[src/rtl/encode_sched.sv]
// Round-robin scheduler sharing one fixed-latency encoder among N_REQ requesters;
// results come back tagged with the requester id, in issue order, via a response FIFO.
module encode_sched #(
    parameter  int N_REQ      = 4,
    parameter  int DATA_W     = 16,
    parameter  int ENC_W      = 21,
    parameter  int ENC_LAT    = 1,
    parameter  int FIFO_DEPTH = 4,
    localparam int ID_W       = (N_REQ > 1) ? $clog2(N_REQ) : 1
) (
    input  logic                    clk,
    input  logic                    rst,
    input  logic [N_REQ-1:0]        req_valid,
    input  logic [N_REQ*DATA_W-1:0] req_data,
    output logic [N_REQ-1:0]        req_ready,
    output logic [DATA_W-1:0]       enc_raw_data,
    output logic                    enc_valid_in,
    input  logic [ENC_W-1:0]        enc_encoded_data,
    input  logic                    enc_valid_out,
    output logic                    resp_valid,
    output logic [ENC_W-1:0]        resp_data,
    output logic [ID_W-1:0]         resp_id,
    input  logic                    resp_ready,
    output logic                    err,
    output logic                    busy
);

    localparam int PTR_W  = $clog2(FIFO_DEPTH);
    localparam int FCNT_W = PTR_W + 1;
    localparam int ICNT_W = $clog2(ENC_LAT + 1);
    localparam int CRED_W = $clog2(FIFO_DEPTH + ENC_LAT + 1) + 1;
    localparam int BLK_W  = $clog2(ENC_LAT + 1);

    logic [ID_W-1:0]   rr_ptr;
    logic [ID_W-1:0]   grant_id;
    logic              grant_found;
    logic              credit_ok;
    logic              issue;
    logic [ENC_LAT-1:0] tag_valid;
    logic [ID_W-1:0]   tag_id [ENC_LAT];
    logic [ICNT_W-1:0] inflight_count;
    logic [FCNT_W-1:0] fifo_count;
    logic [PTR_W-1:0]  wr_ptr;
    logic [PTR_W-1:0]  rd_ptr;
    logic [ENC_W-1:0]  mem_data [FIFO_DEPTH];
    logic [ID_W-1:0]   mem_id [FIFO_DEPTH];
    logic [BLK_W-1:0]  blank_cnt;
    logic              blanking;
    logic              last_valid;
    logic              push;
    logic              pop;
    logic              err_q;

    // First valid requester at or after rr_ptr, wrapping around.
    always_comb begin
        logic [ID_W:0] idx;
        grant_found = 1'b0;
        grant_id    = '0;
        idx         = '0;
        for (int k = 0; k < N_REQ; k++) begin
            idx = {1'b0, rr_ptr} + (ID_W + 1)'(k);
            if (idx >= (ID_W + 1)'(N_REQ)) begin
                idx = idx - (ID_W + 1)'(N_REQ);
            end
            if (!grant_found && req_valid[idx[ID_W-1:0]]) begin
                grant_found = 1'b1;
                grant_id    = idx[ID_W-1:0];
            end
        end
    end

    always_comb begin
        inflight_count = '0;
        for (int k = 0; k < ENC_LAT; k++) begin
            inflight_count = inflight_count + ICNT_W'(tag_valid[k]);
        end
    end

    // Results already in the encoder hold a FIFO slot, so a push can never hit a full FIFO.
    assign credit_ok    = (CRED_W'(fifo_count) + CRED_W'(inflight_count)) < CRED_W'(FIFO_DEPTH);
    assign issue        = grant_found & ~rst & credit_ok;
    assign enc_valid_in = issue;
    assign enc_raw_data = issue ? req_data[int'(grant_id) * DATA_W +: DATA_W] : '0;

    always_comb begin
        req_ready = '0;
        if (issue) begin
            req_ready[grant_id] = 1'b1;
        end
    end

    always_ff @(posedge clk) begin
        if (rst) begin
            rr_ptr <= '0;
        end else if (issue) begin
            rr_ptr <= (int'(grant_id) == N_REQ - 1) ? '0 : grant_id + ID_W'(1);
        end
    end

    always_ff @(posedge clk) begin
        if (rst) begin
            tag_valid <= '0;
            for (int k = 0; k < ENC_LAT; k++) begin
                tag_id[k] <= '0;
            end
        end else begin
            tag_valid[0] <= issue;
            tag_id[0]    <= grant_id;
            for (int k = 1; k < ENC_LAT; k++) begin
                tag_valid[k] <= tag_valid[k-1];
                tag_id[k]    <= tag_id[k-1];
            end
        end
    end

    assign last_valid = tag_valid[ENC_LAT-1];
    assign blanking   = (blank_cnt != '0);
    assign push       = last_valid & ~blanking;
    assign pop        = resp_valid & resp_ready;

    // Encoder output is untrusted for ENC_LAT cycles after reset while its pipeline flushes.
    always_ff @(posedge clk) begin
        if (rst) begin
            blank_cnt <= BLK_W'(ENC_LAT);
            err_q     <= 1'b0;
        end else if (blanking) begin
            blank_cnt <= blank_cnt - BLK_W'(1);
        end else if (enc_valid_out != last_valid) begin
            err_q <= 1'b1;
        end
    end

    always_ff @(posedge clk) begin
        if (push) begin
            mem_data[wr_ptr] <= enc_encoded_data;
            mem_id[wr_ptr]   <= tag_id[ENC_LAT-1];
        end
    end

    always_ff @(posedge clk) begin
        if (rst) begin
            wr_ptr     <= '0;
            rd_ptr     <= '0;
            fifo_count <= '0;
        end else begin
            if (push) begin
                wr_ptr <= wr_ptr + PTR_W'(1);
            end
            if (pop) begin
                rd_ptr <= rd_ptr + PTR_W'(1);
            end
            case ({push, pop})
                2'b10:   fifo_count <= fifo_count + FCNT_W'(1);
                2'b01:   fifo_count <= fifo_count - FCNT_W'(1);
                default: fifo_count <= fifo_count;
            endcase
        end
    end

    assign resp_valid = ~rst & (fifo_count != '0);
    assign resp_data  = mem_data[rd_ptr];
    assign resp_id    = mem_id[rd_ptr];
    assign busy       = ~rst & ((inflight_count != '0) | (fifo_count != '0));
    assign err        = err_q & ~rst;

endmodule

[config.mk]
export PLATFORM = sky130hd
export DESIGN_NAME = encode_sched
export DESIGN_NICKNAME = d
export VERILOG_FILES = /design/src/rtl/encode_sched.sv
export SDC_FILE = /design/constraint.sdc
export NUM_CORES = 1
export LEC_CHECK = 0
export CELL_PAD_IN_SITES_DETAIL_PLACEMENT = 0
export CELL_PAD_IN_SITES_GLOBAL_PLACEMENT = 1
export CORE_AREA = 2 2 114 116
export DETAILED_ROUTE_END_ITERATION = 10
export DIE_AREA = 0 0 116 118
export GPL_ROUTABILITY_DRIVEN = 0
export PLACE_DENSITY_LB_ADDON = 0.1
export SYNTH_ARGS = -nofsm -noshare
export SYNTH_HDL_FRONTEND = slang
export SYNTH_SLANG_ARGS = --single-unit
[constraint.sdc]
create_clock -name clk -period 2.4 [get_ports clk]
set_input_delay 0.6 -clock clk [delete_from_list [all_inputs] [get_ports clk]]
set_output_delay 0.6 -clock clk [all_outputs]
set_load 0.02 [all_outputs]
# After elaboration in Yosys (flattened, before gate mapping)
# Memory sizes are Yosys's and may differ from the RTL's. A register that Yosys moved wholly into a read port is not among the register bits.
# Index checks and enable logic that the tools add are counted.
# totals
regBits	12
mem_bits_rw	94
output_inout_bits	47
n_memories	3
# op_classes
n_addsub	14
order_cmp	11
n_eq_ne	4
shift	1
muxes	38
n_bitwise	10
reduce_logical	11
# memory_table
memory	depth	width	read_ports	rd_clocked_by_memory_dff	write_ports	line	source
mem_data	4	21	1	1	1	45	logic [ENC_W-1:0] mem_data [FIFO_DEPTH];
mem_id	4	2	1	1	1	46	logic [ID_W-1:0] mem_id [FIFO_DEPTH];
tag_id	1	2	1	0	1	40	logic [ID_W-1:0] tag_id [ENC_LAT];
# op_table
operator	n
$shiftx 64x7->16	1
$mux 2	14
$mux 1	16
$mux 16	1
$lt 2x3->1 const B	5
$ge 3x3->1 const B	3
$bmux 1 s2	4
$sub 2x1->2 const B	4
$and 1x1->1	7
$add 2x1->2 const B	3
$add 2x2->3 const B	2
$pmux 3 s2	1
$add 3x1->4	1
$eq 2x1->1 const B	2
$logic_and 1x1->1	4
$lt 4x3->1 const B	1
$mux 4	1
$add 2x1->3 const B	1
$add 3x1->3 const B	1
$ge 2x3->1 const B	1
$logic_not 1->1	3
$reduce_bool 3->1	1
$sub 3x1->3 const B	1
$demux 1 s2	1
other kinds (9)	10

# Longest topological paths before layout
# logic_depth
word_depth	19
ltp_mapped	9

# Worst setup path before layout
# Ideal clock, no wire load.
# synth_path
path_kind	input port to output port
startpoint	in rst
endpoint	out enc_raw_data[10]
t_arrival_ns	2.099
required_ns	1.800
setup_slack_ns	-0.299
path_stages	6
path_cell_list	buf_6 > a311o_1 > a31oi_4 > nand2_2 > buf_6 > o22ai_1
# synth_between
elab_chain_len	4
# synth_lines
item	line	source
from (decl)	12	input logic rst,
$not 1->1	81	assign issue = grant_found & ~rst & credit_ok;
$and 1x1->1 (2 in a row)	81	
net enc_valid_in	17	output logic enc_valid_in,
$mux 16	83	assign enc_raw_data = issue ? req_data[int'(grant_id) * DATA_W +: DATA_W] : '0;
to (decl)	16	output logic [DATA_W-1:0] enc_raw_data,
# The timed path passes the listed nets, and every way through them passes these cells.

# Worst setup path after layout
# layout_path
startpoint	in req_valid[0]
endpoint	out enc_raw_data[9]
# layout_between
elab_chain_len	15
# layout_lines
item	line	source
from (decl)	13	input logic [N_REQ-1:0] req_valid,
parallel branches: the longest is 14 deep, another holds $bmux 1 s2	-	
$mux 16 (*)	83	
# Every way passes the cells marked *. The select of a mux whose other input is x is not followed.

==> reports/results.tsv <==
stage	metric	value	unit
clocking	clock_path_buffers	2	
placement	io_buffer_count	139	
die	initial_core_util	37.44	%
layout	fin_nets	567	
job	max_cap_viol_count	0	
route	drcViolationCount	0	
grt	grt_start_max_net_pins	24	
route	wl_per_cell	16.90	um
route	vias	3040	
die	io-pin-count	140	
grt	grt.total_usage	16.44	%
layout	drive_gt1_share	39.66	%
worst_setup_path	required	1800	ps
layout	multiInputGateArea	1978	sq um
worst_hold_path	min_path_type	reg2reg	
worst_hold_path	hold_path_startpoint	err_q	
synth	async_flop_share	0	%
power	peakVddDrop	0.3596	mV
worst_setup_path	r2r_end	fifo_count[2]	
worst_hold_path	hold_path_depth	2	
clocking	numCtsBuffers	9	
worst_setup_path	startpoint_type	input pin	
worst_setup_path	r2r_cells	10	
synth	ys_seq_elements	108	
clocking	hold_buffers	0	
worst_setup_path	cp.arrival	1960	ps
grt	overflow	0	
timing	period_minus_slack	2563	ps
worst_setup_path	r2r_slack	310	ps
route	ant_nets	0	
run_status	status	finished with violations	
timing	finalCritPeriodShare	106.8	%
timing	setup_violations	20	
run_status	violations	negative setup slack	
route	firstDrtPassIters	4	
layout	num-fill-cells	983	
route	routed_wl	10.84	mm
timing	final_hold_viol_count	0	
synth	syn_nets	376	
layout	antenna_cells	0	
synth	yosysWarnings	0	
power	powerDensity	726.1	nW/um^2
worst_setup_path	crit_path_start	req_valid[0]	
layout	register_area	3094	sq um
clocking	h-tree-depth	3	
synth	synthCells	273	
synth	synth_cell_types	34	
worst_setup_path	timing_worst_setup_path_type	in2out	
placement	dpl.hpwl	7.620	mm
grt	antenna_found_initial	0	
clocking	clock-root-buffer	clkbuf_16	
die	die_w	116	um
clocking	tritoncts	built	
die	dieArea	13690	sq um
synth	syn-cell-area	4648	sq um
timing	rsz0062_at_grt	yes	
timing	fin_skew	7.696	ps
clocking	clk_pin_slew	70	ps
synth	synth_enable_flop_cells	92	
worst_hold_path	hold-path-endpoint	err_q	
grt	grt_pass1_wl	16.86	mm
synth	ys.flop_type	edfxtp_1	
route	vias_per_cell	4.743	
die	core_area	12410	sq um
clocking	cts.sinks	108	
worst_setup_path	path_max_fanout	8	
timing	drv_slew	0	
timing	hold-worst-slack	475.8	ps
synth	syn_area_per_cell	17.03	sq um
die	num_rows	41	
worst_setup_path	crit_path_end_kind	primary output	
worst_setup_path	reg2reg_from	fifo_count[2]	
timing	max_freq	390.1	MHz
clocking	clk_latency	340	ps
synth	ys_seq_area_share	66.33	%
layout	syn2layout_area_growth	64.04	%
timing	timing.final.ws_setup	-163.3	ps
timing	slew-limit-headroom	71.42	%
route	drt_iter0_drc	157	
die	chipHeight	118	um
placement	placed_area	6792	sq um
grt	grt_pass1_vias	3298	
timing	tightestPinTransition	428.8	ps
power	power.leakage	2.665	nW
layout	finalInstanceArea	7625	sq um
-- worst max-delay path by stage --
stage               slack [ps]                to
floorplan                 -150  enc_raw_data[10]
global placement         -1000  enc_raw_data[13]
detailed placement       -1080   enc_raw_data[9]
CTS                       -180   enc_raw_data[9]
global route              -220   enc_raw_data[4]
finish                    -160   enc_raw_data[9]
-- final cells by class --
type	count	area share, %
flip-flops and latches	108	40.58
repair buffers	193	26.16
multi-input cells	140	25.94
clock buffers	9	2.954
well taps	172	2.822
inverters	12	0.8205
clock inverters	7	0.7220
-- synthesized netlist by cell type (all sizes together) (2+ instances only) --
library cell,number,area [sq um]
xor2,3,26.28
and2,9,56.30
mux4,23,518.0
xnor2,3,26.28
nor2,17,63.81
nand2,3,21.27
inv,12,45.04
a21oi,7,35.03
mux2i,32,320.3
edfxtp,92,2763
ha,9,112.6
nand2b,3,18.77
dfxtp,16,320.3
buf,10,77.57
clkbuf,3,11.26
o22ai,17,106.4
o21ai,2,10.01
a31oi,2,27.53
-- critical path, stage by stage --
cell and delay [ps]:
buf_8 100, a21o_1 180, a21oi_2 150, o22a_4 220, buf_12 190, mux2i_4 280, o22ai_4 100, buf_6 140
-- per-layer routing --
metal  vias to the layer above  GRT usage (%)  wire (um)
met3                         8          6.694        857
met2                        98          29.17       5880
li1                       1456              -          -
met4                         0          3.571         93
met1                      1478          18.36       4005
met5                         -              0          0
-- report_power, final --
| part | switching [W] | internal [W] | total (W) |
|---|---|---|---|
| Combinational | 0.000895 | 0.00111 | 0.00201 |
| Sequential | 0.0000350 | 0.00212 | 0.00215 |
| Clock | 0.000663 | 0.000716 | 0.00138 |
| Total | 0.00159 | 0.00394 | 0.00554 |
-- logic make-up (layout without fill, tap and decap cells) --
| group | Yosys count | in the layout | synth area share, % |
|---|---|---|---|
| adder cells (fa/ha/maj) | 10 | 10 | 2.853 |
| AND/OR/NAND/NOR | 36 | 36 | 3.930 |
| AO/OA/AOI/OAI | 33 | 33 | 4.845 |
| multiplexers | 55 | 55 | 18.04 |
| XOR/XNOR | 6 | 6 | 1.131 |
| flip-flops | 108 | 108 | 66.33 |
| buffers and inverters | 25 | 221 | 2.880 |
-- registers in the layout (all words and copies together), names as in the netlist, 2 cells and up, named ones only --
register,cells
rd_ptr,2
mem_data,84
rr_ptr,2
mem_id,8
fifo_count,3
tag_id,2
wr_ptr,2
-- cells in the final DEF, fill, tap and decap left out, drive strengths merged --
cell            n
fa              1
o22ai          17
xor2            3
clkbuf         13
nand3           1
dfxtp          16
a211oi          1
o21ai           2
or3             1
clkdlybuf4s15   6
mux2i          32
xnor2           3
a21o            1
nor2           17
a21oi           7
clkinv          2
nand2b          3
nor2b           1
buf            81
edfxtp         92
ha              9
a31oi           2
and2            9
o31ai           1
a311o           1
clkdlybuf4s50  89
dlygate4sd2    12
nor3            1
dlymetal6s2s    1
clkinvlp        1
nand2           3
mux4           23
inv            16
o22a            1
-- through the flow --
stage	util (%)	std cells	worst slack (ps)	setup TNS (ps)	power [W]
finish	61.42	641	-163.3	-2501	0.005537
floorplan	-	273	-147.3	-1916	0.003048
detailed placement	54.71	615	-1084	-21780	0.003766
CTS	60.94	640	-179.5	-2648	0.005609
global placement	54.71	615	-1002	-21310	0.003750
global route	61.42	641	-217.3	-3695	0.005780
-- timing repair --
action	CTS	global route
resized for setup	259	27
hold endpoints to repair	0	0
endpoints found under the setup margin	48	26
pin swaps	18	16
setup buffers	6	4
gates cloned	3	1
Note: power is estimated with default switching activity, not from simulation.
